**config.mk**
```make
export PLATFORM = sky130hd
export DESIGN_NAME = obstacle_seq_gen
export DESIGN_NICKNAME = d
export VERILOG_FILES = /design/src/rtl/car_dash_pkg.sv /design/src/rtl/lfsr16.sv /design/src/rtl/obstacle_seq_gen.sv
export SDC_FILE = /design/constraint.sdc
export NUM_CORES = 1
export LEC_CHECK = 0
export CAP_MARGIN = 20
export CORE_MARGIN = 2
export CORE_UTILIZATION = 30
export DETAILED_ROUTE_END_ITERATION = 8
export SLEW_MARGIN = 20
export SYNTH_ARGS = -nofsm -noshare
export SYNTH_HDL_FRONTEND = slang
export SYNTH_SLANG_ARGS = --single-unit
export TNS_END_PERCENT = 50
```
**constraint.sdc**
```tcl
create_clock -name clk -period 3.5 [get_ports clk]
set_input_delay 0.525 -clock clk [delete_from_list [all_inputs] [get_ports clk]]
set_output_delay 0.525 -clock clk [all_outputs]
set_load 0.005 [all_outputs]
```
**src/rtl/car_dash_pkg.sv**
```systemverilog
// rtl/car_dash_pkg.sv - shared types, constants and wall-mask helper for the obstacle generator
//
// Purpose : FSM state encoding, Galois LFSR feedback mask and a helper that
//           builds the walls-only pattern (bits 0 and seg_w-1 of each row).
// Ports   : none (package).
package car_dash_pkg;

  typedef enum logic [1:0] {
    ST_IDLE = 2'd0,
    ST_GEN  = 2'd1,
    ST_DONE = 2'd2
  } state_t;

  localparam logic [15:0] LFSR_MASK = 16'hB400;

  // Widest pattern the helper can describe; callers truncate to ROWS*SEG_W.
  localparam int MAX_W = 1024;

  function automatic logic [MAX_W-1:0] wall_mask(input int seg_w, input int rows);
    logic [MAX_W-1:0] m;
    m = '0;
    for (int r = 0; r < rows; r++) begin
      m = m | (MAX_W'(1) << (r * seg_w)) | (MAX_W'(1) << (r * seg_w + seg_w - 1));
    end
    return m;
  endfunction

endpackage

```
**src/rtl/lfsr16.sv**
```systemverilog
// rtl/lfsr16.sv - free-running 16-bit Galois LFSR
//
// Purpose : Advances every non-reset cycle using LFSR_MASK feedback.
// Ports   : clk  - clock
//           rst  - synchronous active-high reset, loads seed
//           seed - reset value; zero is replaced by 16'h0001 (all-zero locks up)
//           q    - current LFSR state
module lfsr16 import car_dash_pkg::*; (
  input  logic        clk,
  input  logic        rst,
  input  logic [15:0] seed,
  output logic [15:0] q
);

  logic [15:0] q_q, q_d;
  logic [15:0] seed_eff;

  assign seed_eff = (seed == 16'h0000) ? 16'h0001 : seed;

  always_comb begin
    q_d = q_q >> 1;
    if (q_q[0]) begin
      q_d = (q_q >> 1) ^ LFSR_MASK;
    end
  end

  always_ff @(posedge clk) begin
    if (rst) begin
      q_q <= seed_eff;
    end else begin
      q_q <= q_d;
    end
  end

  assign q = q_q;

endmodule

```
**src/rtl/obstacle_seq_gen.sv**
```systemverilog
// rtl/obstacle_seq_gen.sv - random obstacle row-pattern generator with walls and a guaranteed free lane
//
// Purpose : On step, builds a ROWS x SEG_W obstacle pattern from walls plus
//           up to NOBS random placements per row (one per cycle), then
//           publishes it on seq with a one-cycle valid pulse.
// Ports   : clk   - clock
//           rst   - synchronous active-high reset
//           step  - request a new pattern (one-deep queue while busy)
//           level - (only with OBSTACLE_SEQ_LEVEL_EN) extra attempts per row
//           seq   - current pattern, row r at seq[r*SEG_W +: SEG_W]
//           valid - pulses in the cycle seq takes a new value
//           busy  - high while a generation is in progress
// Config  : OBSTACLE_SEQ_LEVEL_EN adds the level input.
module obstacle_seq_gen import car_dash_pkg::*; #(
  parameter int          SEG_W = 8,
  parameter int          ROWS  = 2,
  parameter int          NOBS  = 3,
  parameter logic [15:0] SEED  = 16'hACE1
) (
  input  logic                  clk,
  input  logic                  rst,
  input  logic                  step,
`ifdef OBSTACLE_SEQ_LEVEL_EN
  input  logic [1:0]            level,
`endif
  output logic [ROWS*SEG_W-1:0] seq,
  output logic                  valid,
  output logic                  busy
);

  localparam int                W        = ROWS * SEG_W;
  localparam int                PW       = $clog2(SEG_W);
  localparam logic [W-1:0]      WALLS    = W'(wall_mask(SEG_W, ROWS));
  localparam logic [SEG_W-1:0]  ROW_ONES = '1;
  localparam logic [SEG_W-1:0]  ONE      = {{(SEG_W-1){1'b0}}, 1'b1};

  state_t         state_q, state_d;
  logic           pending_q, pending_d;
  logic [W-1:0]   build_q, build_d;
  logic [W-1:0]   seq_q, seq_d;
  logic           valid_q, valid_d;
  logic [31:0]    row_q, row_d;
  logic [31:0]    col_q, col_d;
  logic [31:0]    apr;
  logic [31:0]    shamt;
  logic [SEG_W-1:0] row_bits, cand;
  logic           last_attempt;
  logic           start_gen;
  logic [15:0]    lfsr_q;
  logic           unused_lfsr_bits;

  lfsr16 u_lfsr (
    .clk  (clk),
    .rst  (rst),
    .seed (SEED),
    .q    (lfsr_q)
  );

  // Only the low PW bits pick a cell; the rest just keep the sequence long.
  assign unused_lfsr_bits = ^lfsr_q[15:PW];

`ifdef OBSTACLE_SEQ_LEVEL_EN
  logic [31:0] apr_q, apr_d, apr_next;

  always_comb begin
    apr_next = 32'(NOBS) + {30'd0, level};
    if (apr_next > 32'(SEG_W - 2)) begin
      apr_next = 32'(SEG_W - 2);
    end
    apr_d = start_gen ? apr_next : apr_q;
  end

  always_ff @(posedge clk) begin
    if (rst) begin
      apr_q <= 32'(NOBS);
    end else begin
      apr_q <= apr_d;
    end
  end

  assign apr = apr_q;
`else
  assign apr = 32'(NOBS);
`endif

  // FSM: state register
  always_ff @(posedge clk) begin
    if (rst) begin
      state_q <= ST_IDLE;
    end else begin
      state_q <= state_d;
    end
  end

  // FSM: next state. A step arriving in DONE itself counts as pending.
  always_comb begin
    state_d = state_q;
    case (state_q)
      ST_IDLE: if (step) state_d = ST_GEN;
      ST_GEN:  if (last_attempt) state_d = ST_DONE;
      ST_DONE: state_d = (pending_q || step) ? ST_GEN : ST_IDLE;
      default: state_d = ST_IDLE;
    endcase
  end

  // FSM: outputs
  always_comb begin
    busy  = (state_q != ST_IDLE);
    valid = valid_q;
    seq   = seq_q;
  end

  assign last_attempt = (row_q == 32'(ROWS - 1)) && (col_q == apr - 32'd1);
  assign start_gen    = (state_d == ST_GEN) && (state_q != ST_GEN);

  // Current row slice and the candidate with the new cell set. Wall or
  // already-set hits leave cand equal to row_bits, so the write is a no-op.
  assign shamt    = row_q * SEG_W;
  assign row_bits = SEG_W'(build_q >> shamt);
  assign cand     = row_bits | (ONE << lfsr_q[PW-1:0]);

  always_comb begin
    build_d   = build_q;
    row_d     = row_q;
    col_d     = col_q;
    seq_d     = seq_q;
    valid_d   = 1'b0;
    pending_d = pending_q;

    if (start_gen) begin
      build_d = WALLS;
      row_d   = 32'd0;
      col_d   = 32'd0;
    end else if (state_q == ST_GEN) begin
      // Never fill a row completely: keep at least one open lane.
      if (cand != ROW_ONES) begin
        build_d = (build_q & ~(W'(ROW_ONES) << shamt)) | (W'(cand) << shamt);
      end
      if (col_q == apr - 32'd1) begin
        col_d = 32'd0;
        row_d = row_q + 32'd1;
      end else begin
        col_d = col_q + 32'd1;
      end
    end

    if (state_q == ST_DONE) begin
      seq_d   = build_q;
      valid_d = 1'b1;
    end

    case (state_q)
      ST_GEN:  pending_d = pending_q | step;
      ST_DONE: pending_d = 1'b0;
      default: pending_d = pending_q;
    endcase
  end

  always_ff @(posedge clk) begin
    if (rst) begin
      build_q   <= WALLS;
      seq_q     <= WALLS;
      valid_q   <= 1'b0;
      pending_q <= 1'b0;
      row_q     <= 32'd0;
      col_q     <= 32'd0;
    end else begin
      build_q   <= build_d;
      seq_q     <= seq_d;
      valid_q   <= valid_d;
      pending_q <= pending_d;
      row_q     <= row_d;
      col_q     <= col_d;
    end
  end

endmodule

```
==> results by group <==
Outcome
  – Status: finished clean

Clock network
  – CTS tree: yes
  – Max Buffers Root-to-Sink: 2
  – Clock Latency Late Sink: 430 ps
  – CTS Buf Count: 17
  – CTS sink cnt: 116
  – CTS root buf: clkbuf_16
  – Clk slew on worst S/H paths: 50 ps
  – H-tree Lvls: 4
  – Total setup buffers inserted after CTS: 0
  – CTS Hold Bufs: 0
  – Cts repair resizes: 0

Critical path
  – Reg2Reg Setup Slack: 690 ps
  – Crit path cell chain: or4_1 > or4_1 > nor4_4 > a21o_1 > a41oi_2 > a211o_1
  – Max incr delay on CP: 540 ps
  – Crit end category: flip-flop
  – FF-to-FF End: build_q[8]
  – Crit path launch type: flip-flop
  – Setup CP Type: reg -> reg
  – Arr. time, crit path: 3120 ps
  – CP max FO: 12
  – Critical-path top delay cell: or4_1
  – Cell mode on critical path: or4_1
  – CP required: 3810 ps
  – Worst R2R Path Depth: 6
  – Worst r2r src: row_q[7]

Synth
  – Sequential cell area fraction in the yosys report: 0.433
  – Largest family of logic cells by synthesized area: simple AND/OR/NAND/NOR gates
  – Synth Register Bits: 116
  – Synth Area in Adders: 0.0187
  – Yosys warnings: 0
  – Fraction of synthesized area in multiplexers: 0.0376
  – Post-synth EDFFs: 0
  – Post-Syn Area: 5360 sq um
  – Mean post-synth cell area: 8.90 sq um
  – Cell taking the most area after synthesis: dfxtp_1
  – Syn Inst Count: 603
  – Syn_nets: 614
  – Top-area cell type share of the netlist area: 0.433
  – Post-synthesis compound-gate area fraction: 0.0933
  – Simple-gate share of the synthesized area: 0.284
  – Top cells by area, synth: dfxtp_1 43%, xnor2_1 6.4%, nor2_1 6.0%, mux2i_1 3.5%, nor4_1 3.5%
  – Number of library cell types mapped by synthesis: 56
  – Ys flop type: dfxtp_1
  – Async SR Flop Fraction: 0
  – Xor/xnor share of the synthesized area: 0.0882

Floorplan
  – # rows: 48
  – Die height: 138 microns
  – I/O pins: 21
  – Core area: 17400 sq um
  – Die area: 19000 sq um
  – Initial Util: 0.308
  – Chip width: 138 microns

Power
  – Power Total: 3.16 mW
  – PwrDens: 497 nW/um^2
  – Max VDD drop: 0.273 mV
  – Leakage: 2.18 nW

Route
  – Drt drc: 0
  – Routed Wire Length: 11100 microns
  – Vias per inst: 4.82
  – Via Count: 4138
  – Post-DR wirelength/cell: 12.9 microns
  – Final ANT Viol Nets: 0
  – DRT iter0 DRCs: 272
  – Pre-antenna DRT Iters: 4

Cells and area
  – ANT cells: 0
  – Share of layout cells above drive strength 1: 0.110
  – Final Non-Filler Cells: 859
  – Fill cells: 1761
  – Synth-to-Final Area Change: 18.5%
  – # nets final: 632

STA
  – WHS: 405 ps
  – Final slew viol count: 0
  – Final setup fails: 0
  – Final Hold Fails: 0
  – Fin crit share: 0.803
  – Worst slew margin: 0.547
  – Minimum clock period: 2810 ps
  – Worst Tran Pin Value: 674 ps
  – Setup_tns: 0 ps
  – FMAX: 0.356 GHz
  – Worst clock skew: 17.0 ps
  – Unrepaired setup endpoints after global routing: no

Global routing
  – M3 GR Usage: 0.0397
  – GR Util met2: 0.186
  – GRT Resource Usage Total: 0.127
  – Initial antenna violation count: 0
  – Largest net degree at the start of global routing: 44
  – M1 GR Usage: 0.165
  – GRT overflow: 0
  – GRT busiest layer: met2
  – First-pass GRT wire length: 18600 microns
  – Vias in the first global route: 3794

Job
  – Max cap viols: 0

Min path
  – Worst hold start: u_lfsr.q[7]
  – Worst min-delay path class: reg -> reg
  – Hold Path Depth: 1
  – Hold EP: u_lfsr.q[6]

Placed design
  – PortBufs: 20
  – Placed cells: 827
  – Routability congestion estimate from global placement: 0.772
  – Hpwl dp: 7210 microns
through the flow:
step | cell area (sq um) | setup slack [ps] | utilization
2_1_floorplan | 5360 | 1060 | -
3_3_place_gp | 5780 | 754 | 0.332
3_5_place_dp | 5780 | 700 | 0.332
4_1_cts | 6360 | 698 | 0.365
5_1_grt | 6360 | 545 | 0.365
6_report | 6360 | 690 | 0.365
state kept, by name, summed over array words and instances, names as in the netlist:
signal     count
build_q       16
state_q        2
row_q         32
seq           16
u_lfsr.q      16
col_q         32
pending_q      1
valid          1
how the worst max path moves through the flow:
stage,start,to,slack (ps),cells past startpoint
6_report,row_q[7],build_q[8],690,6
5_1_grt,row_q[7],build_q[8],550,6
4_1_cts,row_q[7],build_q[8],700,6
3_5_place_dp,row_q[7],build_q[8],700,6
3_3_place_gp,step,col_q[31],750,9
2_1_floorplan,state_q[1],row_q[31],1060,10
Yosys cell counts (8+ instances only):
cell type and n:
dfxtp_1 116, nor2_1 86, xnor2_1 39, nand2_1 33
nor4_1 30, inv_1 23, nand3_1 21, mux2i_1 19
clkbuf_1 16, nor3_1 16, a21oi_1 15, nor2b_1 15
xor2_1 15, nand4_1 14, or2_2 10, and3_1 8
buf_1 8, ha_1 8, o21ai_0 8
critical path, delay by kind of cell (launching register included):
kind / cells / cell delay [ps]
AND/OR/NAND/NOR: 3 / 1530
flip-flops: 1 / 350
AO/OA/AOI/OAI: 3 / 820
per-layer routing:
layer,share of wire,vias to the layer above
met5,0,-
li1,-,2153
met3,0.034,15
met2,0.43,49
met1,0.52,1921
met4,0.019,0
where the power goes:
part	internal [mW]	switching (mW)	total (mW)
registers	1.34	0.0127	1.35
clock network	1.09	0.605	1.70
logic	0.0395	0.0707	0.110
total	2.47	0.689	3.16
cell families after synthesis:
kind of cell / count (synthesis)
AO/OA/AOI/OAI: 67
XOR/XNOR: 54
adder cells (fa/ha/maj): 8
buffers and inverters: 56
flip-flops: 116
multiplexers: 20
AND/OR/NAND/NOR: 282
cell type report:
cell class                      instances  area, sq um  share of cell area
Sequential cell                       116         2320               0.365
Tap cell                              225          282              0.0443
Inverter                               23         86.3              0.0136
Timing Repair Buffer                   32          290              0.0457
Clock buffer                           22          474              0.0746
Clock inverter                         10          105              0.0165
Multi-Input combinational cell        431         2800               0.440
cell usage in the layout, fill, tap and decap left out, types with 3 or more instances in the layout:
cell type / netlist / routed
xnor2_1: 39 / 39
nor4_1: 30 / 30
nand3_1: 21 / 21
nor3b_1: 3 / 3
or4_1: 4 / 4
xor2_1: 15 / 15
o211ai_1: 4 / 4
dfxtp_1: 116 / 116
ha_1: 8 / 8
mux2i_1: 19 / 19
nor2b_1: 15 / 15
or3_1: 7 / 7
and3_1: 8 / 8
or2_2: 10 / 10
o21ai_0: 8 / 8
buf_4: 1 / 12
a21oi_1: 15 / 15
nor4_2: 3 / 3
clkdlybuf4s50_1: 0 / 20
a31o_2: 6 / 6
clkbuf_8: 0 / 3
a211o_1: 7 / 7
a211oi_1: 6 / 6
and4_1: 6 / 6
and2_1: 7 / 7
clkbuf_16: 0 / 17
nor4b_1: 4 / 4
nand2b_1: 5 / 5
a22o_1: 5 / 5
a21o_1: 4 / 4
clkinv_2: 0 / 6
nand4_1: 14 / 14
nor3_1: 16 / 16
nand2_1: 33 / 33
inv_1: 23 / 23
nor2_1: 86 / 86
Power figures use the tool's default switching activity.
